<file path="src/rtl/video_timing_pkg.sv">
`default_nettype none
// ============================================================================
// video_timing_pkg : shared widths, sync bundle and window helper for the
// raster timing generator.                                   Rev 1.0
// ============================================================================
package video_timing_pkg;

  localparam int HCNT_W = 10;
  localparam int VCNT_W = 9;

  typedef struct packed {
    logic hs;
    logic vs;
    logic hb;
    logic vb;
  } sync_t;

  // True while start <= count < start+len.
  function automatic logic in_window(input int count, input int start, input int len);
    return (count >= start) && (count < start + len);
  endfunction

endpackage
`default_nettype wire

</file>
<file path="src/rtl/video_ce_div.sv">
`default_nettype none
// ============================================================================
// video_ce_div : divides clk_sys into a registered one-cycle clock-enable,
// high once every CE_DIV cycles.                             Rev 1.0
// ============================================================================
module video_ce_div #(
  parameter int CE_DIV = 4
) (
  input  logic clk_sys,
  input  logic reset_n,
  output logic ce
);

  localparam int              c_W    = $clog2(CE_DIV);
  localparam logic [c_W-1:0]  c_LAST = c_W'(CE_DIV - 1);

  logic [c_W-1:0] cnt_q, cnt_d;
  logic           ce_q, ce_d;

  always_comb begin
    ce_d  = (cnt_q == c_LAST);
    cnt_d = ce_d ? '0 : cnt_q + 1'b1;
  end

  always_ff @(posedge clk_sys or negedge reset_n) begin
    if (!reset_n) begin
      cnt_q <= '0;
      ce_q  <= 1'b0;
    end else begin
      cnt_q <= cnt_d;
      ce_q  <= ce_d;
    end
  end

  assign ce = ce_q;

endmodule
`default_nettype wire

</file>
<file path="src/rtl/video_timing_gen.sv">
`default_nettype none
// ============================================================================
// video_timing_gen : pixel enable, raster counters, syncs/blanks and NTSC/PAL
// frame length. VIDEO_TIMING_TESTPAT_EN adds colour-bar R/G/B.   Rev 1.0
// ============================================================================
module video_timing_gen
  import video_timing_pkg::*;
#(
  parameter int CE_DIV       = 4,
  parameter int H_TOTAL      = 456,
  parameter int H_ACTIVE     = 320,
  parameter int H_SYNC_START = 360,
  parameter int H_SYNC_LEN   = 34,
  parameter int V_ACTIVE     = 240,
  parameter int V_SYNC_START = 244,
  parameter int V_SYNC_LEN   = 3,
  parameter int V_TOTAL_NTSC = 262,
  parameter int V_TOTAL_PAL  = 312
) (
  input  logic              clk_sys,
  input  logic              reset_n,
  input  logic              pal,
  output logic              ce_pix,
  output logic [HCNT_W-1:0] hcount,
  output logic [VCNT_W-1:0] vcount,
  output logic              HSync,
  output logic              VSync,
  output logic              HBlank,
  output logic              VBlank,
  output logic              line_start,
  output logic              frame_start,
  output logic              pal_active
`ifdef VIDEO_TIMING_TESTPAT_EN
  ,
  output logic [7:0]        R,
  output logic [7:0]        G,
  output logic [7:0]        B
`endif
);

  if (H_SYNC_START + H_SYNC_LEN > H_TOTAL) begin : g_chk_hsync
    $error("video_timing_gen: HSync window exceeds H_TOTAL");
  end
  if (V_SYNC_START + V_SYNC_LEN > V_TOTAL_NTSC) begin : g_chk_vsync
    $error("video_timing_gen: VSync window exceeds V_TOTAL_NTSC");
  end
  if (H_ACTIVE > H_SYNC_START) begin : g_chk_hactive
    $error("video_timing_gen: H_ACTIVE must not exceed H_SYNC_START");
  end
  if (CE_DIV < 4) begin : g_chk_cediv
    $error("video_timing_gen: CE_DIV must be at least 4");
  end
  if (H_TOTAL > 768) begin : g_chk_htotal
    $error("video_timing_gen: H_TOTAL exceeds downstream line length");
  end

  localparam logic [HCNT_W-1:0] c_H_LAST      = HCNT_W'(H_TOTAL - 1);
  localparam logic [VCNT_W-1:0] c_V_LAST_NTSC = VCNT_W'(V_TOTAL_NTSC - 1);
  localparam logic [VCNT_W-1:0] c_V_LAST_PAL  = VCNT_W'(V_TOTAL_PAL - 1);

  logic              ce;
  logic [HCNT_W-1:0] h_q, h_d;
  logic [VCNT_W-1:0] v_q, v_d;
  logic              pal_q, pal_d;
  sync_t             sync_q, sync_d;
  logic              lz_q, lz_d;
  logic              fz_q, fz_d;

  video_ce_div #(
    .CE_DIV (CE_DIV)
  ) u_ce_div (
    .clk_sys (clk_sys),
    .reset_n (reset_n),
    .ce      (ce)
  );

  // Frame length is decided by the standard latched at the previous wrap.
  always_comb begin
    h_d   = h_q;
    v_d   = v_q;
    pal_d = pal_q;
    if (ce) begin
      if (h_q == c_H_LAST) begin
        h_d = '0;
        if (v_q == (pal_q ? c_V_LAST_PAL : c_V_LAST_NTSC)) begin
          v_d   = '0;
          pal_d = pal;
        end else begin
          v_d = v_q + 1'b1;
        end
      end else begin
        h_d = h_q + 1'b1;
      end
    end
    sync_d.hs = in_window(int'(h_d), H_SYNC_START, H_SYNC_LEN);
    sync_d.vs = in_window(int'(v_d), V_SYNC_START, V_SYNC_LEN);
    sync_d.hb = (int'(h_d) >= H_ACTIVE);
    sync_d.vb = (int'(v_d) >= V_ACTIVE);
    lz_d      = (h_d == '0);
    fz_d      = lz_d && (v_d == '0);
  end

  always_ff @(posedge clk_sys or negedge reset_n) begin
    if (!reset_n) begin
      h_q    <= '0;
      v_q    <= '0;
      pal_q  <= 1'b0;
      sync_q <= '0;
      lz_q   <= 1'b0;
      fz_q   <= 1'b0;
    end else begin
      h_q    <= h_d;
      v_q    <= v_d;
      pal_q  <= pal_d;
      sync_q <= sync_d;
      lz_q   <= lz_d;
      fz_q   <= fz_d;
    end
  end

  assign ce_pix      = ce;
  assign hcount      = h_q;
  assign vcount      = v_q;
  assign HSync       = sync_q.hs;
  assign VSync       = sync_q.vs;
  assign HBlank      = sync_q.hb;
  assign VBlank      = sync_q.vb;
  assign line_start  = ce & lz_q;
  assign frame_start = ce & fz_q;
  assign pal_active  = pal_q;

`ifdef VIDEO_TIMING_TESTPAT_EN
  logic [2:0]  bar_d;
  logic [23:0] rgb_q, rgb_d;

  always_comb begin
    bar_d = 3'((int'(h_d) * 8) / H_ACTIVE);
    rgb_d = '0;
    if (!sync_d.hb && !sync_d.vb) begin
      rgb_d = {{8{bar_d[1]}}, {8{bar_d[2]}}, {8{bar_d[0]}}};
    end
  end

  always_ff @(posedge clk_sys or negedge reset_n) begin
    if (!reset_n) begin
      rgb_q <= '0;
    end else begin
      rgb_q <= rgb_d;
    end
  end

  assign R = rgb_q[23:16];
  assign G = rgb_q[15:8];
  assign B = rgb_q[7:0];
`endif

endmodule
`default_nettype wire

</file>
<file path="config.mk">
export PLATFORM = sky130hd
export DESIGN_NAME = video_timing_gen
export DESIGN_NICKNAME = d
export VERILOG_FILES = /design/src/rtl/video_timing_pkg.sv /design/src/rtl/video_ce_div.sv /design/src/rtl/video_timing_gen.sv
export SDC_FILE = /design/constraint.sdc
export NUM_CORES = 1
export LEC_CHECK = 0
export CAP_MARGIN = 40
export CORE_ASPECT_RATIO = 0.7
export CORE_UTILIZATION = 40
export CTS_BUF_LIST = sky130_fd_sc_hd__clkbuf_16
export CTS_CLUSTER_DIAMETER = 150
export DETAILED_ROUTE_END_ITERATION = 16
export HOLD_SLACK_MARGIN = 0.06
export SKIP_CTS_REPAIR_TIMING = 1
export SLEW_MARGIN = 5
export SYNTH_ARGS = -nofsm -noshare
export SYNTH_HDL_FRONTEND = slang
export SYNTH_SLANG_ARGS = --single-unit
</file>
<file path="constraint.sdc">
create_clock -name clk_sys -period 6.4 [get_ports clk_sys]
set_input_delay 1.28 -clock clk_sys [delete_from_list [all_inputs] [get_ports clk_sys]]
set_output_delay 1.28 -clock clk_sys [all_outputs]
set_load 0.03 [all_outputs]
</file>
==> results.cfg <==
[grt]
antenna_found_initial = 0
grt_first_pass_wirelength_um = 7050
overflow = 0
grt_start_max_net_pins = 30
grt_usage = 0.210
grt_pass1_vias = 1343

[placement]
dp_hpwl_um = 2920
dp_slack_ns = 3.68
portBuffers = 29
gp_routability_congestion = 0.983
place_area_um2 = 2010

[finish]
synthToLayoutAreaGrowth_pct = 25.2
num_antenna_cells = 0
mostFrequentLayoutCells = 29 x dfrtp_1, 29 x clkdlybuf4s50_1, 22 x nand2_1, 12 x nor2_1, 9 x inv_1
design_area_um2 = 2150
fillers = 358
final_nets = 210
drive_gt1_frac = 0.117
utilization = 0.535

[worst_setup_path]
rr_worst_depth = 6
worstPathMaxFanout = 11
endpoint_kind = output port
arrival_ns = 1.66
r2r_slack_ns = 3.67
crit_family = buffers and inverters
path_cells = and2_1 > clkdlybuf4s50_1
worstPathRequired_ns = 5.12
crit_buf_inv = 1
crit_path_max_incr_delay_ns = 0.66
critPathKind = reg2out
startpoint_type = flop
cp.depth = 2
slowest_stage = clkdlybuf4s50_1

[power_and_ir_drop]
p_seq_frac = 0.454
p_sw_mw = 0.0793
irDropWorstVdd_uv = 111
power.internal_mw = 0.327
swShare = 0.195
p_per_area_nw_per_um2 = 189
leakagePower_nw = 0.957
pwr-share-comb = 0.018
pwr-share-clk = 0.528

[yosys]
synth_seq_cells = 29
netlist_top_cells_area = dfrtp_1 42%, nand2_1 4.8%, xor2_1 4.1%
syn_area_um2 = 1720
synth_top_area_share = 0.423
ys_seq_area_frac = 0.423
async_reset_ff_frac = 1.00
ys_warn_count = 0
ys_types = 58
synth_area_leader_cell = dfrtp_1
synth_nets = 180
synth_cells = 174
yosys_most_used_dff = dfrtp_1
avgSynthCellArea_um2 = 9.87
synth_edf_count = 0

[route]
dr.pass1.iters = 4
drt_iter0_drc = 104
via_count = 1410
viasPerCell = 5.49
drtAntennaViolNets = 0
drc = 0
routedWlPerCell_um = 15.8
totalWireLength_um = 4050

[timing]
final.min_clock_period_ns = 2.94
max_freq_mhz = 340
tns_ns = 0
fin_hold_ws_ns = 0.428
post-route-period-util = 0.460
tightest_slew_ns = 0.715
rsz0062_at_grt = no
setup_viol = 0
slew_violations = 0
hold_viol_final = 0
setup_slack_ns = 3.46
finClkSkew_ns = 0.00624
relSlewSlack = 0.521

[clock_tree]
insertion_delay_ns = 0.27
cts.clk_slew.worst_paths_ns = 0.05
htree_levels = 2
root_buffer = clkbuf_16
clock_sinks = 29
clockBufferDepth = 2
cts_tree = yes
numCtsBuffers = 5

[flow_run]
cap_violations = 0

[die]
die_y_um = 56.8
core_area_um2 = 4020
die_area_um2 = 4560
die_w_um = 80.3
ios = 30
rows = 19
initial_core_util = 0.427

[hold_path]
hold_class = reg2reg
holdPathStages = 1

[run_status]
status = finished clean
flip-flops by register name, summed over array words and instances, names as in the netlist:
signal          cells
HBlank              1
HSync               1
VBlank              1
VSync               1
fz_q                1
hcount             10
lz_q                1
pal_active          1
u_ce_div.ce         1
u_ce_div.cnt_q      2
vcount              9
logic make-up after synthesis:
| logic type | synth area share |
|---|---|
| compound gates | 0.153 |
| fa+ha+maj | 0.0219 |
| simple gates | 0.264 |
| flops | 0.423 |
| xor+xnor | 0.0663 |
| mux | 0.0124 |
| buf+inv | 0.0598 |
layer usage:
layer | up-vias | global-route usage | share of wire
li1 | 676 | - | -
met1 | 688 | 0.340 | 0.52
met2 | 44 | 0.269 | 0.41
met3 | 2 | 0.0488 | 0.060
met4 | 0 | 0.0536 | 0.0047
met5 | - | 0 | 0
worst reg2reg max path, cell delays in order (launching register included):
cell and delay [ns]:
dfrtp_1 0.45, or4_4 0.61, nor3_2 0.61, nand4_1 0.23
xor2_1 0.23, nand4b_1 0.23, nor4b_2 0.28
layout make-up:
class                           instances  area (um2)  share of cell area
Multi-Input combinational cell        129         888               0.413
Sequential cell                        29         726               0.338
Timing Repair Buffer                   30         298               0.139
Clock buffer                            5         125              0.0582
Tap cell                               52        65.1              0.0303
Inverter                                9        33.8              0.0157
Clock inverter                          3        13.8             0.00640
synthesized netlist by cell type, drive strengths merged (2+ instances only):
cell type and instances:
dfrtp 29, nand2 22, nor2 14, o21ai 12, inv 9, xor2 8
buf 6, nand3 6, nor3 6, xnor2 5, a211oi 4, a21oi 4
and3 4, nand4 4, and2 3, ha 3, or4 3, nor4 2
o211ai 2, o22ai 2, or2 2, or3 2
path summary, 6_finish.rpt:
check | startpoint | end
worst max-delay path | u_ce_div.ce$_DFF_PN0_ | frame_start
worst min-delay path | u_ce_div.cnt_q[0]$_DFF_PN0_ | u_ce_div.cnt_q[0]$_DFF_PN0_
worst max register to register | hcount[3]$_DFF_PN0_ | VSync$_DFF_PN0_
worst min register to register | u_ce_div.cnt_q[0]$_DFF_PN0_ | u_ce_div.cnt_q[0]$_DFF_PN0_
max in group asynchronous | reset_n | hcount[3]$_DFF_PN0_
min in group asynchronous | reset_n | vcount[8]$_DFF_PN0_
power groups by stage:
stage / Combinational (mW) / Sequential, mW / Clock (mW)
after floorplan: 0.000981 / 0.188 / 0
after global placement: 0.00768 / 0.187 / 0
after detailed placement: 0.00782 / 0.187 / 0
after CTS: 0.00781 / 0.184 / 0.220
after global routing: 0.00854 / 0.184 / 0.231
final: 0.00734 / 0.184 / 0.215
per-stage QoR:
step | std cells | power, mW
after detailed placement | 249 | 0.195
final | 257 | 0.406
after global routing | 257 | 0.424
after global placement | 249 | 0.195
after floorplan | 174 | 0.189
after CTS | 257 | 0.412
No activity file was read; power rests on OpenSTA's default activity.
